File: config.mk
export PLATFORM = sky130hd
export DESIGN_NAME = mem_port_arbiter
export DESIGN_NICKNAME = d
export VERILOG_FILES = /design/src/rtl/mem_port_arbiter.sv
export SDC_FILE = /design/constraint.sdc
export NUM_CORES = 1
export LEC_CHECK = 0
export ABC_AREA = 1
export BUFFER_PORTS_ARGS = -buffer_cell sky130_fd_sc_hd__buf_4
export CAP_MARGIN = 20
export CORE_MARGIN = 10
export CORE_UTILIZATION = 46
export DETAILED_ROUTE_END_ITERATION = 10
export PLACE_DENSITY_LB_ADDON = 0.1
export SYNTH_ARGS = -nofsm -noshare
export SYNTH_HDL_FRONTEND = slang
export SYNTH_SLANG_ARGS = --single-unit
File: constraint.sdc
create_clock -name clk -period 2.4 [get_ports clk]
set_clock_uncertainty 0.1 [all_clocks]
set_input_delay 0.6 -clock clk [delete_from_list [all_inputs] [get_ports clk]]
set_output_delay 0.6 -clock clk [all_outputs]
set_load 0.005 [all_outputs]
File: src/rtl/mem_port_arbiter.sv
// Two-requester arbiter sharing one memory port between instruction fetch and data access.
// Data wins by default; a fetch that has waited STARVE_LIMIT data grants is granted next.
module mem_port_arbiter #(
    parameter int STARVE_LIMIT = 4,
    parameter int MAX_WAIT     = 15
) (
    input  logic        clk,
    input  logic        rst_n,
    input  logic        if_req,
    input  logic [31:0] if_addr,
    output logic [31:0] if_rdata,
    output logic        if_valid,
    input  logic        d_req,
    input  logic        d_we,
    input  logic [31:0] d_addr,
    input  logic [31:0] d_wdata,
    input  logic [2:0]  d_funct3,
    output logic [31:0] d_rdata,
    output logic        d_valid,
    output logic        mem_req,
    output logic        mem_we,
    output logic [31:0] mem_addr,
    output logic [31:0] mem_wdata,
    output logic [2:0]  mem_funct3,
    input  logic        mem_ready,
    input  logic [31:0] mem_rdata,
    output logic        stall_if,
    output logic        stall_mem,
    output logic        err
);
    localparam int WW = $clog2(MAX_WAIT + 1);

    typedef enum logic [1:0] {IDLE, BUSY_D, BUSY_I, RESP} state_t;

    state_t        state_q, state_d;
    logic          gnt_d_q, gnt_d_d;
    logic [31:0]   addr_q, addr_d;
    logic [31:0]   wdata_q, wdata_d;
    logic          we_q, we_d;
    logic [2:0]    f3_q, f3_d;
    logic [2:0]    starve_q, starve_d;
    logic [WW-1:0] wait_q, wait_d;
    logic [31:0]   if_rdata_q, if_rdata_d;
    logic [31:0]   d_rdata_q, d_rdata_d;
    logic          err_q, err_d;

    always_comb begin
        state_d    = state_q;
        gnt_d_d    = gnt_d_q;
        addr_d     = addr_q;
        wdata_d    = wdata_q;
        we_d       = we_q;
        f3_d       = f3_q;
        starve_d   = starve_q;
        wait_d     = wait_q;
        if_rdata_d = if_rdata_q;
        d_rdata_d  = d_rdata_q;
        err_d      = err_q;
        case (state_q)
            IDLE: begin
                if (d_req && !(if_req && starve_q == 3'(STARVE_LIMIT))) begin
                    state_d = BUSY_D;
                    gnt_d_d = 1'b1;
                    addr_d  = d_addr;
                    wdata_d = d_wdata;
                    we_d    = d_we;
                    f3_d    = d_funct3;
                    wait_d  = '0;
                    // Count only grants that bypassed a waiting fetch
                    if (!if_req)
                        starve_d = '0;
                    else if (starve_q < 3'(STARVE_LIMIT))
                        starve_d = starve_q + 3'd1;
                end else if (if_req) begin
                    state_d  = BUSY_I;
                    gnt_d_d  = 1'b0;
                    addr_d   = if_addr;
                    wdata_d  = '0;
                    we_d     = 1'b0;
                    f3_d     = 3'b010;
                    wait_d   = '0;
                    starve_d = '0;
                end
            end
            BUSY_D, BUSY_I: begin
                if (mem_ready) begin
                    state_d = RESP;
                    if (gnt_d_q) d_rdata_d  = mem_rdata;
                    else         if_rdata_d = mem_rdata;
                end else begin
                    wait_d = wait_q + 1'b1;
                    if (wait_d == WW'(MAX_WAIT)) begin
                        // Abort: complete the transaction with zero data and flag it
                        state_d = RESP;
                        err_d   = 1'b1;
                        if (gnt_d_q) d_rdata_d  = '0;
                        else         if_rdata_d = '0;
                    end
                end
            end
            RESP:    state_d = IDLE;
            default: state_d = IDLE;
        endcase
    end

    always_ff @(posedge clk or negedge rst_n) begin
        if (!rst_n) begin
            state_q    <= IDLE;
            gnt_d_q    <= 1'b0;
            addr_q     <= '0;
            wdata_q    <= '0;
            we_q       <= 1'b0;
            f3_q       <= '0;
            starve_q   <= '0;
            wait_q     <= '0;
            if_rdata_q <= '0;
            d_rdata_q  <= '0;
            err_q      <= 1'b0;
        end else begin
            state_q    <= state_d;
            gnt_d_q    <= gnt_d_d;
            addr_q     <= addr_d;
            wdata_q    <= wdata_d;
            we_q       <= we_d;
            f3_q       <= f3_d;
            starve_q   <= starve_d;
            wait_q     <= wait_d;
            if_rdata_q <= if_rdata_d;
            d_rdata_q  <= d_rdata_d;
            err_q      <= err_d;
        end
    end

    assign mem_req    = (state_q == BUSY_D) || (state_q == BUSY_I);
    assign mem_we     = we_q && (state_q == BUSY_D);
    assign mem_addr   = addr_q;
    assign mem_wdata  = wdata_q;
    assign mem_funct3 = f3_q;
    assign if_valid   = (state_q == RESP) && !gnt_d_q;
    assign d_valid    = (state_q == RESP) && gnt_d_q;
    assign if_rdata   = if_rdata_q;
    assign d_rdata    = d_rdata_q;
    assign err        = err_q;
    assign stall_if   = if_req && !if_valid;
    assign stall_mem  = d_req && !d_valid;
endmodule

# Word-level counts from Yosys, hierarchy flattened
# Cells that the tools add are included.
classes:
  n_addsub: 2
  magnitude_cmp: 1
  n_eq_ne: 9
  muxes: 30
  n_bitwise: 2
  n_reduce_logical: 24
ops:
  columns: ["operator", "n"]
  rows:
  - ["32-bit 2-to-1 mux", 12]
  - ["3-bit 2-to-1 mux", 6]
  - ["3-bit AND reduction", 5]
  - ["4-bit 2-to-1 mux", 3]
  - ["2-bit 2-to-1 mux", 4]
  - ["4-bit one-hot mux with 2 select lines", 1]
  - ["1-bit logical AND", 7]
  - ["3-bit != test, second input constant", 2]
  - ["2-bit one-hot mux with 3 select lines", 1]
  - ["2-bit nonzero test", 3]
  - ["4-bit by 1-bit adder with 4-bit output, second input constant", 1]
  - ["2-bit == test, second input constant", 2]
  - ["4-bit == test, second input constant", 1]
  - ["1-bit zero test", 4]
  - ["2-bit AND reduction", 2]
  - ["3-bit by 1-bit adder with 3-bit output, second input constant", 1]
  - ["3-bit == test, second input constant", 1]
  - ["3-bit less-than comparator, second input constant", 1]
  - ["1-bit 2-to-1 mux", 3]
  - ["3-bit by 2-bit != test with 1-bit output, second input constant", 1]
  - ["2-bit by 1-bit == test with 1-bit output, second input constant", 1]
  - ["2-bit zero test", 1]
  - ["2-bit != test, second input constant", 1]
  - ["1-bit NOT", 2]
  - ["other kinds (2)", 2]
totals:
  ff_bits: 143
  output_inout_bits: 138
  elab_cells: 79

# Longest topological paths before layout
depth:
  word_depth: 6
  depth_mapped: 11
  ltp_nobuf: 10

# Least setup slack after synthesis
# OpenSTA, ideal clock, no wires.
synth_path:
  path_type: "reg-to-reg"
  startpoint: "register state_q[0]"
  endpoint: "register if_rdata_q[20], in the netlist if_rdata[20]"
  setup_ps: 67
  arrival_time_ps: 1462
  required_ps: 2233
  slack_ps: 772
  path_stages_with_launch: 8
  period_less_slack_ps: 1628
  path_cell_list: "dfrtp_1 inv_1 ha_1 buf_2 buf_2 buf_2 nand4_1 nand2_1"
synth_between:
  elab_chain_cells: 3
  word_cells_on_any_way: 4
  classes_between: "eq/ne (2); reduce/logical (2)"
synth_lines:
  columns: ["element", "line_no", "source"]
  rows:
  - ["start: declaration", "35", "state_t state_q, state_d;"]
  - ["start signal: assignment", "120", "state_q <= state_d;"]
  - ["2-bit by 1-bit == test with 1-bit output or 2-bit == test (tied branches)", "59", "case (state_q)"]
  - ["2-bit OR reduction *", "59", null]
  - ["3-bit AND reduction (no source line) *", null, null]
  - ["end signal: assignment", "128", "if_rdata_q <= if_rdata_d;"]
  - ["end: declaration", "43", "logic [31:0] if_rdata_q, if_rdata_d;"]
# Mark *: on every way between the ends. The rest lies on a longest branch, timed or not.
# A chain may end at the register's enable or synchronous reset.

# Worst setup path in the final report
layout_path:
  startpoint: "register state_q[0]"
  endpoint: "output mem_req"
layout_between:
  elab_chain_cells: 2
  word_cells_on_any_way: 3
  classes_between: "eq/ne (2); reduce/logical (1)"
layout_lines:
  columns: ["element", "line_no", "source"]
  rows:
  - ["2-bit by 1-bit == test with 1-bit output or 2-bit == test (tied branches)", "134", "assign mem_req = (state_q == BUSY_D) || (state_q == BUSY_I);"]
  - ["1-bit logical OR *", "134", null]
  - ["end: declaration", "20", "output logic mem_req,"]
# Marks and branches as above.

==> results.sh <==
export IMPL_post_place_cells=1125
export IMPL_io_pins=275
export IMPL_die_h_um=137
export IMPL_post_cts_buffers=0
export IMPL_slew_headroom_pct=55.4
export IMPL_grt_pass1_wl_mm=30.8
export IMPL_status="complete, no violations"
export IMPL_worstMarginPinSlew_ps=670
export IMPL_cts_resized=0
export IMPL_hold_worst_slack_ps=28.7
export IMPL_synthTopCellsByCount="nand2_1, dfrtp_1, nand4_1"
export IMPL_insertion_delay_ps=420
export IMPL_die_w_um=137
export IMPL_synth_top_family_by_area="simple AND/OR/NAND/NOR gates"
export IMPL_fin_nets=1113
export IMPL_clk_path_buf_depth=2
export IMPL_yosysMostFrequentCell="nand2_1"
export IMPL_slew_violations=0
export IMPL_drt_iter0_markers=355
export IMPL_layout_drive_gt1_share_pct=37.0
export IMPL_worstPathRequired_ps=1700
export IMPL_fin_tns_setup_ps=0
export IMPL_design_core_area_mm2=0.0133
export IMPL_critPathSlowestCell="ha_2"
export IMPL_cp_num_cells=3
export IMPL_rows=42
export IMPL_synth_seq_area_share_pct=57.2
export IMPL_clk_pin_slew_worst_paths_ps=60
export IMPL_setup_worst_path_class="reg2out"
export IMPL_power_density_mw_per_mm2=1290
export IMPL_globalRouteOverflowTotal=0
export IMPL_wl_per_cell_um=17.4
export IMPL_cap_violations=0
export IMPL_ys_seq_elements=143
export IMPL_synth_fp_nets=853
export IMPL_irDropWorstVdd_mv=0.840
export IMPL_globalplace_congestion=0.850
export IMPL_antenna_found_initial=0
export IMPL_drt_wl_total_mm=20.1
export IMPL_critPathMaxStageDelay_ps=470
export IMPL_drt_first_pass_iters=5
export IMPL_fin_crit_ps=2230
export IMPL_yosys_area_share_simple_pct=29.3
export IMPL_start_util_pct=47.1
export IMPL_period_share_pct=93.0
export IMPL_cp_top_family="adder cells"
export IMPL_synthFlopType="dfrtp_1"
export IMPL_synth_area_mm2=0.00626
export IMPL_cts_buffers=17
export IMPL_hp_class="in2async"
export IMPL_synthCells=708
export IMPL_synth_mux_area_share_pct=0
export IMPL_async_flop_share_pct=100
export IMPL_cts_tree="yes"
export IMPL_final_core_util_pct=67.9
export IMPL_numPortBuffers=274
export IMPL_synth_xor_area_share_pct=0
export IMPL_final_hold_violation_count=0
export IMPL_finalNonFillerCells=1157
export IMPL_hpwl_mm=14.7
export IMPL_htreeDepth=4
export IMPL_drcViolationCount=0
export IMPL_synth_compound_area_share_pct=6.52
export IMPL_cp_start_kind="flip-flop"
export IMPL_grt_pass1_vias=5472
export IMPL_endpoint_kind="output port"
export IMPL_routed_via_count=5732
export IMPL_avgSynthCellArea_um2=8.84
export IMPL_drtAntennaViolNets=0
export IMPL_vias_per_cell=4.95
export IMPL_grt_usage_pct=21.1
export IMPL_grt_max_degree=101
export IMPL_dieArea_mm2=0.0187
export IMPL_synth_warnings=0
export IMPL_syn2layout_area_growth_pct=44.3
export IMPL_cts_sinks=143
export IMPL_critPathArrivalTime_ps=1530
export IMPL_max_freq_mhz=448
export IMPL_yosysTopAreaCell="dfrtp_1"
export IMPL_synth_edf_count=0
export IMPL_cts_hold_buffers=0
export IMPL_rsz0062_at_grt="false"
export IMPL_synth_top_area_share_pct=57.2
export IMPL_synthDistinctLibCells=24
export IMPL_clockRootBuffer="clkbuf_16"
export IMPL_ys_top_cells_by_area="dfrtp_1, nand2_1, nand4_1"
export IMPL_leakage_nw=4.86
export IMPL_path_buf_inv=2
export IMPL_setup_viol=0
export IMPL_r2r_cells=9
export IMPL_cp_max_fo=8
export IMPL_worstPathCellList="inv_1 -> ha_2 -> buf_4"
export IMPL_antenna_cells=0
export IMPL_synth_adder_area_share_pct=1.60
## worst reg2reg max path: stages (launching register included)
cell and delay, ps:
dfrtp_1 440, ha_1 240, nand2_1 60, nand2_1 80
nor2_2 100, nand2_2 90, nand2_4 90, nand3_4 320
nand2_1 200, nand2_1 70
## registers in the layout, summed over array words and instances (netlist names)
register    cells
if_rdata       32
d_rdata        32
starve_q        3
mem_wdata      32
wait_q          4
err             1
mem_addr       32
state_q         2
gnt_d_q         1
we_q            1
mem_funct3      3
## cells by family (layout without fill, tap and decap cells)
group / after synthesis / count (layout)
AND/OR/NAND/NOR: 407 / 407
flip-flops: 143 / 143
AO/OA/AOI/OAI: 78 / 78
buffers and inverters: 72 / 345
adder cells (fa/ha/maj): 8 / 8
## layer usage
layer	up-vias	track usage (%)	share of wire, %
met5	-	0	0
met4	0	8.40	2.4
met3	28	8.03	10
met2	197	33.4	48
met1	2672	25.4	39
li1	2835	-	-
## layout make-up
| cell class | count | area [um^2] |
|---|---|---|
| clock buffers | 20 | 467 |
| inverters | 25 | 93.8 |
| repair buffers | 288 | 2220 |
| flip-flops and latches | 143 | 3580 |
| well taps | 176 | 220 |
| clock inverters | 12 | 111 |
| fillers | 1144 | 4260 |
| multi-input cells | 493 | 2340 |
## worst paths after layout
check | start | to | slack [ps]
min | rst_n | mem_wdata[9] | 30
max in group asynchronous | rst_n | mem_addr[0] | 1530
max reg2reg | wait_q[0] | d_rdata[7] | 490
min in group clk | d_wdata[11] | mem_wdata[11] | 280
min reg2reg | mem_wdata[1] | mem_wdata[1] | 370
max | state_q[0] | mem_req | 170
## placed cells by master, fill, tap and decap left out, drive strengths merged
master and n:
o22a 1, ha 8, clkbuf 20, inv 25, bufinv 1, nand3 9
o21bai 1, a21oi 1, o21ai 75, nor2 5, nand2 296, or2 32
dfrtp 143, nand4 65, buf 288, clkinvlp 6, clkinv 5
## power breakdown
| group | leakage, nW | internal [mW] | switching (mW) |
|---|---|---|---|
| logic | 2.80 | 2.27 | 2.68 |
| clock network | 0.267 | 1.51 | 1.03 |
| registers | 1.79 | 3.51 | 0.632 |
## through the flow
stage	worst slack (ps)	instance area, um^2	total power [mW]
6_report	168	9030	11.6
4_1_cts	140	9030	11.8
3_3_place_gp	527	8450	9.09
2_1_floorplan	772	6260	6.54
3_5_place_dp	477	8450	9.20
5_1_grt	86.7	9030	12.5
Note: power is estimated with default switching activity, not from simulation.
